===== src/rtl/pool_arbiter_if.sv =====
// Bundle of request/release/drain inputs and grant/status outputs for pool_arbiter.
// master drives requests and releases; slave is the arbiter itself.
interface pool_arbiter_if #(
  parameter int NUM_REQ   = 4,
  parameter int CNT_WIDTH = 4,
  parameter int ID_WIDTH  = 2
);
  logic [NUM_REQ-1:0]   req;
  logic                 rel_valid;
  logic [ID_WIDTH-1:0]  rel_id;
  logic                 drain;
  logic [NUM_REQ-1:0]   grant;
  logic [CNT_WIDTH-1:0] count;
  logic                 full;
  logic                 empty;
  logic                 drain_done;
  logic                 err_underflow;

  modport master (
    output req, rel_valid, rel_id, drain,
    input  grant, count, full, empty, drain_done, err_underflow
  );

  modport slave (
    input  req, rel_valid, rel_id, drain,
    output grant, count, full, empty, drain_done, err_underflow
  );
endinterface


===== src/rtl/pool_arbiter.sv =====
// Round-robin arbiter handing out CAPACITY pooled slots to NUM_REQ requesters, with drain mode.
// Define POOL_ARB_OWNER_CHECK_EN to track per-requester holdings and reject releases by non-holders.
module pool_arbiter #(
  parameter int NUM_REQ   = 4,
  parameter int CAPACITY  = 8,
  parameter int CNT_WIDTH = 4,
  parameter int ID_WIDTH  = 2
) (
  input  logic           clk,
  input  logic           rst,
  pool_arbiter_if.slave  bus
);
  localparam int                   PW  = (NUM_REQ > 1) ? $clog2(NUM_REQ) : 1;
  localparam logic [PW:0]          NR  = (PW+1)'(NUM_REQ);
  localparam logic [CNT_WIDTH-1:0] CAP = CNT_WIDTH'(CAPACITY);

  localparam logic [1:0] ST_RUN     = 2'd0;
  localparam logic [1:0] ST_DRAIN   = 2'd1;
  localparam logic [1:0] ST_DRAINED = 2'd2;

  logic [1:0]           state_q, state_d;
  logic [PW-1:0]        ptr_q, ptr_d;
  logic [NUM_REQ-1:0]   grant_q, grant_d;
  logic [CNT_WIDTH-1:0] count_q, count_d;
  logic                 err_q;
  logic                 eligible, found, g, rel_ok;
  logic [PW-1:0]        win;

  // Scan requesters starting at the pointer, wrapping past NUM_REQ-1 back to 0.
  always_comb begin : arbitrate
    logic [PW:0] idx;
    found = 1'b0;
    win   = '0;
    idx   = '0;
    for (int k = 0; k < NUM_REQ; k++) begin
      idx = {1'b0, ptr_q} + (PW+1)'(k);
      if (idx >= NR) idx = idx - NR;
      if (!found && bus.req[idx[PW-1:0]]) begin
        found = 1'b1;
        win   = idx[PW-1:0];
      end
    end
  end

  assign eligible = (state_q == ST_RUN) && !bus.drain && (count_q < CAP);
  assign g        = eligible && found;
  assign grant_d  = g ? (NUM_REQ'(1) << win) : '0;
  assign ptr_d    = !g ? ptr_q : ((win == PW'(NUM_REQ-1)) ? '0 : win + 1'b1);

`ifdef POOL_ARB_OWNER_CHECK_EN
  logic [NUM_REQ-1:0] holds_any, rel_sel;

  for (genvar gi = 0; gi < NUM_REQ; gi++) begin : g_owner
    logic [CNT_WIDTH-1:0] hold_q;
    assign rel_sel[gi]   = (bus.rel_id == ID_WIDTH'(gi));
    assign holds_any[gi] = (hold_q != '0) || grant_d[gi];
    always_ff @(posedge clk or posedge rst) begin
      if (rst)
        hold_q <= '0;
      else if (grant_d[gi] && !(rel_ok && rel_sel[gi]))
        hold_q <= hold_q + 1'b1;
      else if (!grant_d[gi] && rel_ok && rel_sel[gi])
        hold_q <= hold_q - 1'b1;
    end
  end

  // Out-of-range ids match no rel_sel bit and are therefore rejected.
  assign rel_ok = bus.rel_valid && |(holds_any & rel_sel);
`else
  logic unused_rel_id;
  assign unused_rel_id = ^bus.rel_id;
  assign rel_ok        = bus.rel_valid && ((count_q != '0) || g);
`endif

  always_comb begin
    count_d = count_q;
    if (g && !rel_ok)
      count_d = count_q + 1'b1;
    else if (!g && rel_ok)
      count_d = count_q - 1'b1;
  end

  always_comb begin
    state_d = state_q;
    case (state_q)
      ST_RUN:     if (bus.drain) state_d = ST_DRAIN;
      ST_DRAIN: begin
        if (!bus.drain)          state_d = ST_RUN;
        else if (count_d == '0)  state_d = ST_DRAINED;
      end
      ST_DRAINED: if (!bus.drain) state_d = ST_RUN;
      default:    state_d = ST_RUN;
    endcase
  end

  always_ff @(posedge clk or posedge rst) begin
    if (rst) begin
      state_q <= ST_RUN;
      ptr_q   <= '0;
      grant_q <= '0;
      count_q <= '0;
      err_q   <= 1'b0;
    end else begin
      state_q <= state_d;
      ptr_q   <= ptr_d;
      grant_q <= grant_d;
      count_q <= count_d;
      err_q   <= err_q | (bus.rel_valid & ~rel_ok);
    end
  end

  assign bus.grant         = grant_q;
  assign bus.count         = count_q;
  assign bus.full          = (count_q == CAP);
  assign bus.empty         = (count_q == '0);
  assign bus.drain_done    = (state_q == ST_DRAINED);
  assign bus.err_underflow = err_q;
endmodule


===== src/flat_wrapper.sv =====
// flat-port wrapper written by rule: the top's interface ports become plain ports
module pool_arbiter_flat 
#(
  parameter int NUM_REQ   = 4,
  parameter int CAPACITY  = 8,
  parameter int CNT_WIDTH = 4,
  parameter int ID_WIDTH  = 2
)
  (clk, rst, bus_req, bus_rel_valid, bus_rel_id, bus_drain, bus_grant, bus_count, bus_full, bus_empty, bus_drain_done, bus_err_underflow);
  pool_arbiter_if #(.NUM_REQ(NUM_REQ), .CNT_WIDTH(CNT_WIDTH), .ID_WIDTH(ID_WIDTH)) bus_i ();
  input  logic clk;
  input  logic rst;
  input wire logic [$bits(bus_i.req)-1:0] bus_req;
  input wire logic [$bits(bus_i.rel_valid)-1:0] bus_rel_valid;
  input wire logic [$bits(bus_i.rel_id)-1:0] bus_rel_id;
  input wire logic [$bits(bus_i.drain)-1:0] bus_drain;
  output wire logic [$bits(bus_i.grant)-1:0] bus_grant;
  output wire logic [$bits(bus_i.count)-1:0] bus_count;
  output wire logic [$bits(bus_i.full)-1:0] bus_full;
  output wire logic [$bits(bus_i.empty)-1:0] bus_empty;
  output wire logic [$bits(bus_i.drain_done)-1:0] bus_drain_done;
  output wire logic [$bits(bus_i.err_underflow)-1:0] bus_err_underflow;
  assign bus_i.req = bus_req;
  assign bus_i.rel_valid = bus_rel_valid;
  assign bus_i.rel_id = bus_rel_id;
  assign bus_i.drain = bus_drain;
  assign bus_grant = bus_i.grant;
  assign bus_count = bus_i.count;
  assign bus_full = bus_i.full;
  assign bus_empty = bus_i.empty;
  assign bus_drain_done = bus_i.drain_done;
  assign bus_err_underflow = bus_i.err_underflow;
  pool_arbiter #(.NUM_REQ(NUM_REQ), .CAPACITY(CAPACITY), .CNT_WIDTH(CNT_WIDTH), .ID_WIDTH(ID_WIDTH)) u_core (.clk(clk), .rst(rst), .bus(bus_i));
endmodule

===== config.mk =====
export PLATFORM = sky130hd
export DESIGN_NAME = pool_arbiter_flat
export DESIGN_NICKNAME = d
export VERILOG_FILES = /design/src/rtl/pool_arbiter_if.sv /design/src/rtl/pool_arbiter.sv /design/src/flat_wrapper.sv
export SDC_FILE = /design/constraint.sdc
export NUM_CORES = 1
export LEC_CHECK = 0
export CORE_MARGIN = 5
export CORE_UTILIZATION = 45
export DETAILED_ROUTE_END_ITERATION = 10
export PLACE_DENSITY = 0.75
export SLEW_MARGIN = 20
export SYNTH_ARGS = -nofsm -noshare
export SYNTH_HDL_FRONTEND = slang
export SYNTH_SLANG_ARGS = --single-unit
export TNS_END_PERCENT = 5

===== constraint.sdc =====
create_clock -name clk -period 2.2 [get_ports clk]
set_input_delay 0.66 -clock clk [delete_from_list [all_inputs] [get_ports clk]]
set_output_delay 0.66 -clock clk [all_outputs]
set_load 0.01 [all_outputs]

# --- Word level (Yosys, flattened, before mapping) ---
# Index checks and enable logic that the tools add are counted.
word_totals:
  ff_bits: 13
  in_bits: 10
  output_inout_bits: 12
  wordCells: 85
op_classes:
  add_sub_neg: 10
  n_lt_le_gt_ge: 9
  eq_ne: 7
  shift: 1
  muxes: 29
  bitwise: 3
  n_reduce_logical: 21
ops:
  columns: ["cell", "count"]
  rows:
  - ["2-to-1 mux 2 bit", 13]
  - ["less-than comparator 2 x 3 -> 1 bit, second input constant", 4]
  - ["2-to-1 mux 4 bit", 3]
  - ["greater-or-equal comparator 3 bit, second input constant", 3]
  - ["logical AND 1 bit", 9]
  - ["binary-select mux 1 bit (select 2 bit)", 4]
  - ["logical NOT 4 bit", 2]
  - ["2-to-1 mux 1 bit", 8]
  - ["subtractor 2 x 1 -> 2 bit, second input constant", 4]
  - ["adder 2 x 2 -> 3 bit, second input constant", 2]
  - ["logical NOT 1 bit", 6]
  - ["one-hot mux 2 bit (3 select lines)", 1]
  - ["adder 4 x 1 -> 4 bit, second input constant", 1]
  - ["equality test 2 bit, second input constant", 2]
  - ["equality test 4 bit, second input constant", 1]
  - ["less-than comparator 4 bit, second input constant", 1]
  - ["inequality test 2 bit, second input constant", 2]
  - ["nonzero test 4 bit", 1]
  - ["<< shifter 1 x 2 -> 4 bit, first input constant", 1]
  - ["subtractor 4 x 1 -> 4 bit, second input constant", 1]
  - ["adder 2 x 1 -> 3 bit, second input constant", 1]
  - ["greater-or-equal comparator 2 x 3 -> 1 bit, second input constant", 1]
  - ["inequality test 3 x 2 -> 1 bit, second input constant", 1]
  - ["AND reduction 3 bit", 1]
  - ["other kinds (7)", 7]

# --- Depth between registers and ports, before layout ---
# Gate-level depths: netlist of the first run.
depth:
  word_depth: 24
  ltp_mapped: 7
  mapped_depth_nobuf: 7

# --- Worst setup path after synthesis of the first run ---
# Ideal clock, no wire load.
synth_timing:
  path_type: "input -> register"
  startpoint: "in bus_req[2]"
  endpoint: "reg u_core.state_q[0]"
  arrival_ps: 2153
  path_slack_ps: -82
  stages: 5
  n_path_buf: 1
  cell_sequence: "or4_1 > buf_2 > and4_4 > o31a_1 > o41a_1"
synth_via:
  elab_chain_cells: 21
  elab_cells_between_ends: 30
  classes_between: "1 x eq/ne; 14 x mux; 15 x reduce/logical"
synth_rtl:
  columns: ["element", "line_no", "rtl"]
  rows:
  - ["from (decl)", "flat_wrapper.sv:13", "input wire logic [$bits(bus_i.req)-1:0] bus_req;"]
  - ["binary-select mux 1 bit (select 2 bit)", "pool_arbiter.sv:38", "if (!found && bus.req[idx[PW-1:0]]) begin"]
  - ["2-to-1 mux 1 bit (not written as such)", "pool_arbiter.sv:38", null]
  - ["2-to-1 mux 1 bit", "pool_arbiter.sv:38", null]
  - ["logical NOT 1 bit", "pool_arbiter.sv:38", null]
  - ["logical AND 1 bit", "pool_arbiter.sv:38", null]
  - ["2-to-1 mux 1 bit", "pool_arbiter.sv:38", null]
  - ["logical NOT 1 bit", "pool_arbiter.sv:38", null]
  - ["logical AND 1 bit", "pool_arbiter.sv:38", null]
  - ["(+6 left out)", null, null]
  - ["logical AND 1 bit", "pool_arbiter.sv:72", "assign rel_ok = bus.rel_valid && ((count_q != '0) || g);"]
  - ["logical AND 1 bit or logical NOT 1 bit (tied branches)", "pool_arbiter.sv:79, pool_arbiter.sv:77", null]
  - ["2-to-1 mux 4 bit or logical AND 1 bit (tied branches)", "pool_arbiter.sv:79, pool_arbiter.sv:77", null]
  - ["2-to-1 mux 4 bit (*)", "pool_arbiter.sv:77", "if (g && !rel_ok)"]
  - ["named net u_core.count_d[2]", "pool_arbiter.sv:24", "logic [CNT_WIDTH-1:0] count_q, count_d;"]
  - ["logical NOT 4 bit (*)", "pool_arbiter.sv:89", "else if (count_d == '0) state_d = ST_DRAINED;"]
  - ["inequality test 3 x 2 -> 1 bit (no line) (*)", null, null]
  - ["AND reduction 3 bit (no line) (*)", null, null]
  - ["to (signal assigned)", "pool_arbiter.sv:104", "state_q <= state_d;"]
  - ["to (decl)", "pool_arbiter.sv:21", "logic [1:0] state_q, state_d;"]
# The timed path passes the listed nets; every way through them passes the cells marked *. The select of a mux whose other input is x is not followed.
# A chain may end at the register's enable or synchronous reset.

# --- Worst setup path in the final report of the first run ---
# Ends and elaborated chain as after synthesis.

==> results of run 1 <==
[state kept, by name, indices dropped and copies added, names as in the netlist]
| name | flops |
|---|---|
| u_core.ptr_q | 2 |
| u_core.state_q | 2 |
| u_core.bus.grant | 4 |
| u_core.bus.err_underflow | 1 |
| u_core.bus.count | 4 |
[per-layer routing]
layer | wire length, µm | GRT usage | share of wire | up-vias
li1 | - | - | - | 398
met1 | 877 | 0.2169 | 0.41 | 398
met2 | 1085 | 0.2913 | 0.51 | 36
met3 | 148 | 0.05128 | 0.069 | 4
met4 | 24 | 0.06809 | 0.011 | 0
met5 | 0 | 0 | 0 | -
[cell type report]
| class | instances | area, µm² |
|---|---|---|
| clock buffer | 4 | 26.28 |
| fill | 135 | 475.5 |
| inverter | 8 | 30.03 |
| multi-input combinational | 63 | 480.5 |
| sequential | 13 | 325.3 |
| tap | 25 | 31.28 |
| timing repair buffer | 41 | 357.8 |
[critical path: cells and delay by family]
kind,cells,cell delay (ns)
AOI/OAI and AO/OA,2,0.65
buffers and inverters,1,0.26
and+or+nand+nor,2,0.77
[path summary, 6_finish.rpt]
path                                            end  slack [ns]  depth (start not counted)
max in group asynchronous         u_core.state_q[1]        1.16                          2
hold reg to reg            u_core.bus.err_underflow        0.50                          1
setup reg to reg                  u_core.state_q[1]        0.17                          6
setup / recovery                  u_core.state_q[0]       0.009                          5
hold / removal             u_core.bus.err_underflow        0.50                          1
min in group asynchronous       u_core.bus.count[3]        0.70                          2
[stage by stage]
step                hold WS, ns  setup TNS, ns
finish                   0.4977              0
global placement         0.4553         -2.339
detailed placement       0.4810         -2.773
global route             0.5309      -0.005113
CTS                      0.5049        -0.2659
floorplan                0.5117       -0.03576
[placed cells by master, fill, tap and decap left out, types with 3 or more instances in the layout]
master / n
buf_4: 22
dfrtp_1: 13
clkdlybuf4s50_1: 12
nand2_1: 10
inv_1: 7
ha_1: 6
nor2_1: 5
a21oi_1: 5
and3_2: 4
dlymetal6s2s_1: 4
o21ai_1: 3
clkbuf_4: 3
[kinds of logic after synthesis]
logic type | after synthesis | synth area share
buffers and inverters | 9 | 0.04314
xor gates and xnor gates | 1 | 0.01079
adders and majority gates | 6 | 0.09245
and+or+nand+nor | 31 | 0.2173
muxes | 1 | 0.01387
DFF | 13 | 0.4006
AOI/OAI and AO/OA | 24 | 0.2219
[what timing repair did]
action,CTS,global route
pin swaps,0,1
resized for setup,5,10
setup buffers,0,1
endpoints found under the setup margin,6,8
[where the power goes]
part           switching [mW]  leakage [nW]  internal, mW  total (mW)
clock                  0.0776        0.0150        0.0704       0.148
combinational           0.380         0.454         0.414       0.795
sequential             0.0752         0.162         0.318       0.393
==> flow_metrics.py, run 1 <==
metrics = {
    "outcome": {
        "status": "finished, final reports clean",
    },
    "pwr": {
        "p_leak_nw": 0.6308,
        "peakVddDrop_mv": 0.7014,
        "powerDensity_nw_per_um2": 1067,
        "finalPower_mw": 1.335,
    },
    "logic_synthesis": {
        "ys.warnings.count": 0,
        "syn_nets": 101,
        "yosysUniqueCellTypes": 35,
        "synth-async-reset-ratio": 1.000,
        "synthCells": 85,
        "synth-seq-cells": 13,
        "synth_edf_count": 0,
        "avgSynthCellArea_um2": 9.553,
        "synth_area_leaders": "dfrtp_1 (40%), ha_1 (9.2%), nand2_1 (4.6%)",
        "synth_area_leader_cell": "dfrtp_1",
        "netlist_top_cells_count": "dfrtp_1 (13), nand2_1 (10), inv_1 (7)",
        "synth_most_common_cell": "dfrtp_1",
        "synth_ff_type": "dfrtp_1",
        "synth_top_area_frac": 0.4006,
        "syn-cell-area_um2": 812.0,
        "yosysSeqAreaShare": 0.4006,
    },
    "layout": {
        "design_area_um2": 1251,
        "areaGrowthSynthToFinish_pct": 54.08,
        "fin_nets": 146,
        "drive_above_1_share": 0.3256,
        "fin_cells": 154,
        "utilization": 0.7246,
        "num_antenna_cells": 0,
    },
    "sta": {
        "setup_slack_ns": 0.009119,
        "relSlewSlack": 0.6675,
        "final-setup-viol-count": 0,
        "skew_ns": 0.007004,
        "max_freq_mhz": 456.4,
        "fin_crit_sh": 0.9959,
        "worst_pin_slew_ns": 0.4982,
        "finalHoldViolCount": 0,
        "slew_viol_final": 0,
        "post-route-min-period_ns": 2.191,
    },
    "setup_path": {
        "worst_setup_path_end_kind": "register",
        "worstPathRequired_ns": 2.36,
        "crit_path_start_kind": "input port",
        "worst_path_largest_cell_delay_ns": 0.56,
        "critPathArrivalTime_ns": 2.35,
        "crit_chain": "dlygate4sd2_1 -> or4_4 -> and4_4 -> o31a_1 -> o41a_1",
        "cp_slowest_cell": "or4_4",
        "worstSetupPathType": "in -> reg",
        "critPathLaunch": "bus_req[2]",
        "cp_max_fo": 3,
        "r2r_start": "u_core.bus.count[3]",
    },
    "global_routing": {
        "grt_max_degree": 14,
        "antenna_found_initial": 0,
        "grt_util_all_layers": 0.1775,
        "grt_pass1_vias": 819,
        "grt_overflow": 0,
        "grt_pass1_wl_um": 3560,
    },
    "place": {
        "numPortBuffers": 19,
        "pre_cts_ws_ns": -0.4662,
        "placed_area_um2": 1190,
        "routabilityCongestion": 0.8469,
        "hpwl_um": 1615,
        "placed_cells_incl_taps": 149,
    },
    "clocking": {
        "path_clk_slew_ns": 0.08,
        "cts_root_buf": "clkbuf_4",
        "htreeDepth": 1,
        "cts_buffers": 3,
        "clk_latency_ns": 0.28,
        "cts_buffer_depth": 2,
        "cts_tree": "yes",
        "clock_sinks": 13,
        "cts_hold_buf": 0,
    },
    "floorplanning": {
        "initial_utilization": 0.4703,
        "die_x_um": 52.48,
        "core_region_area_um2": 1727,
        "fp.dieH_um": 52.48,
        "dieArea_um2": 2754,
        "rows": 15,
        "num_io_pins": 22,
    },
    "routing": {
        "drt-initial-drc-count": 19,
        "drt-total-wl_um": 2135,
        "via_per_inst": 5.429,
        "first_pass_iters": 4,
        "post_drt_wl_per_cell_um": 13.86,
        "drc": 0,
        "num_vias": 836,
        "detail-route-antenna-nets": 0,
    },
    "min_path": {
        "hp-class": "reg -> reg",
        "min_from": "u_core.bus.err_underflow",
    },
    "run": {
        "max_cap_viol_count": 0,
    },
}
Note: power is estimated with default switching activity, not from simulation.
==> run 2, diff against run 1 <==
--- a/config.mk
+++ b/config.mk
@@ -9,7 +9,7 @@
 export CORE_UTILIZATION = 45
 export DETAILED_ROUTE_END_ITERATION = 10
 export PLACE_DENSITY = 0.75
-export SLEW_MARGIN = 20
+export SLEW_MARGIN = 30
 export SYNTH_ARGS = -nofsm -noshare
 export SYNTH_HDL_FRONTEND = slang
 export SYNTH_SLANG_ARGS = --single-unit
==> results of run 2 <==
No change in the layout: final DEF, timing and power equal those of run 1.
==> run 3, diff against run 2 <==
--- a/config.mk
+++ b/config.mk
@@ -8,6 +8,7 @@
 export CORE_MARGIN = 5
 export CORE_UTILIZATION = 45
 export DETAILED_ROUTE_END_ITERATION = 10
+export MAX_ROUTING_LAYER = met4
 export PLACE_DENSITY = 0.75
 export SLEW_MARGIN = 30
 export SYNTH_ARGS = -nofsm -noshare
==> run 3 against run 2 <==
  * Die area unchanged
  * Setup slack better by 0.00064 ns
  * Hold slack better by 0.00063 ns
  * Maximum frequency about the same
  * First-iteration DRC count down 26%
  * Non-clock buffer count unchanged
  * Final cell count unchanged
  * Via count down 0.48%
  * Critical path type unchanged
  * Total power up 0.28%
==> flow_metrics.py, run 3 (synthesis gave the netlist of run 1 again) <==
metrics = {
    "setup_path": {
        "crit_chain": "dlygate4sd2_1 -> or4_4 -> and4_4 -> o31a_1 -> o41a_1",
        "cp_max_fo": 3,
        "r2r_cells": 6,
        "cp_slowest_cell": "or4_4",
        "critPathArrivalTime_ns": 2.35,
        "r2r_start": "u_core.bus.count[3]",
        "worstPathRequired_ns": 2.36,
        "worstSetupPathType": "in -> reg",
        "worst_path_largest_cell_delay_ns": 0.56,
        "worst_setup_path_end_kind": "register",
        "r2r-end": "u_core.state_q[1]",
        "crit_path_start_kind": "input port",
        "r2r_slack_ns": 0.16,
    },
    "routing": {
        "num_vias": 832,
        "first_pass_iters": 4,
        "drc": 0,
        "detail-route-antenna-nets": 0,
        "via_per_inst": 5.403,
        "drt-total-wl_um": 2151,
        "drt-initial-drc-count": 14,
        "post_drt_wl_per_cell_um": 13.97,
    },
    "pwr": {
        "powerDensity_nw_per_um2": 1070,
        "p_sw_uw": 537.1,
        "p_leak_nw": 0.6308,
        "p_seq_frac": 0.294,
        "peakVddDrop_mv": 0.7030,
        "p_int_uw": 802.1,
        "pwr-share-clk": 0.112,
        "switching_share": 0.4010,
        "finalPower_mw": 1.339,
        "comb_power_share": 0.595,
    },
    "layout": {
        "num_antenna_cells": 0,
        "areaGrowthSynthToFinish_pct": 54.08,
        "final_cell_mix": "buf_4 (22), dfrtp_1 (13), clkdlybuf4s50_1 (12)",
        "final_common_cell": "buf_4",
        "fin_nets": 146,
        "drive_above_1_share": 0.3256,
        "fillerInstances": 135,
    },
    "clocking": {
        "cts_hold_buf": 0,
        "cts_root_buf": "clkbuf_4",
        "clock_sinks": 13,
        "cts_tree": "yes",
        "path_clk_slew_ns": 0.08,
        "htreeDepth": 1,
        "cts_buffer_depth": 2,
        "clk_latency_ns": 0.28,
        "cts_buffers": 3,
    },
    "min_path": {
        "min_path_cells": 1,
        "hold_end": "u_core.bus.err_underflow",
        "min_from": "u_core.bus.err_underflow",
        "hp-class": "reg -> reg",
    },
    "floorplanning": {
        "die_x_um": 52.48,
        "initial_utilization": 0.4703,
        "core_region_area_um2": 1727,
        "dieArea_um2": 2754,
        "rows": 15,
        "num_io_pins": 22,
        "fp.dieH_um": 52.48,
    },
    "global_routing": {
        "grt_util_all_layers": 0.1820,
        "grt_overflow": 0,
        "grt_pass1_vias": 821,
        "grt_pass1_wl_um": 3560,
        "grt_max_degree": 14,
        "antenna_found_initial": 0,
    },
    "sta": {
        "finalHoldViolCount": 0,
        "post-route-min-period_ns": 2.190,
        "relSlewSlack": 0.6672,
        "final-setup-viol-count": 0,
        "setup_slack_ns": 0.009756,
        "slew_viol_final": 0,
        "worst_pin_slew_ns": 0.4986,
        "fin_crit_sh": 0.9956,
        "skew_ns": 0.007396,
        "max_freq_mhz": 456.6,
    },
    "place": {
        "numPortBuffers": 19,
        "routabilityCongestion": 0.8602,
        "hpwl_um": 1615,
        "pre_cts_ws_ns": -0.4662,
    },
    "run": {
        "max_cap_viol_count": 0,
    },
    "outcome": {
        "status": "finished, final reports clean",
    },
}
-- run 3: cell counts in the layout (fill, tap and decap cells not counted) --
Identical to the previous run, type by type.
-- run 3: repair_timing --
action,CTS,global route
pin swaps,0,1
setup endpoints to repair,6,8
gates resized for setup,5,10
buffers inserted,0,1
-- run 3: metrics by stage --
| stage | utilization | hold slack, ns | std cells | area [µm²] | TNS [ns] |
|---|---|---|---|---|---|
| floorplan | - | 0.5117 | 85 | 822.0 | -0.03576 |
| global placement | 0.6891 | 0.4553 | 149 | 1190 | -2.339 |
| detailed placement | 0.6891 | 0.4810 | 149 | 1190 | -2.773 |
| CTS | 0.7087 | 0.5049 | 153 | 1224 | -0.2659 |
| global route | 0.7246 | 0.5309 | 154 | 1251 | -0.005110 |
| finish | 0.7246 | 0.4984 | 154 | 1251 | 0 |
-- run 3: area by class of cell --
type                    instances  area [µm²]  area share
clock buffers                   4       26.28     0.02100
inverters                       8       30.03     0.02400
multi-input cells              63       480.5      0.3840
flip-flops and latches         13       325.3      0.2600
well taps                      25       31.28     0.02500
repair buffers                 41       357.8      0.2860
-- run 3: worst max-delay path by stage --
stage | from | end | slack, ns | depth (start not counted)
after CTS | bus_req[3] | u_core.state_q[0] | -0.17 | 5
after detailed placement | bus_req[2] | u_core.state_q[0] | -0.47 | 5
after global placement | bus_req[2] | u_core.state_q[0] | -0.43 | 5
after floorplan | bus_req[2] | u_core.state_q[0] | -0.04 | 5
final | bus_req[2] | u_core.state_q[0] | 0.01 | 5
after global routing | bus_req[2] | u_core.state_q[0] | -0.005 | 5
-- run 3: routing by layer --
layer | GRT usage | part of all wire | routed length [µm]
met2 | 0.2934 | 0.51 | 1087
met5 | - | 0 | 0
met3 | 0.05128 | 0.064 | 138
met4 | 0.06809 | 0.016 | 34
met1 | 0.2152 | 0.41 | 891
-- run 3: critical path, delay by kind of cell --
family / cells / cell delay [ns]
AO/OA/AOI/OAI: 2 / 0.65
buffers and inverters: 1 / 0.26
AND/OR/NAND/NOR: 2 / 0.77
-- run 3: power groups by stage --
stage / clock (mW) / combinational, mW / sequential (mW)
detailed placement: 0 / 0.779 / 0.390
CTS: 0.152 / 0.785 / 0.389
finish: 0.150 / 0.796 / 0.393
global route: 0.168 / 0.874 / 0.406
floorplan: 0 / 0.367 / 0.424
global placement: 0 / 0.756 / 0.384
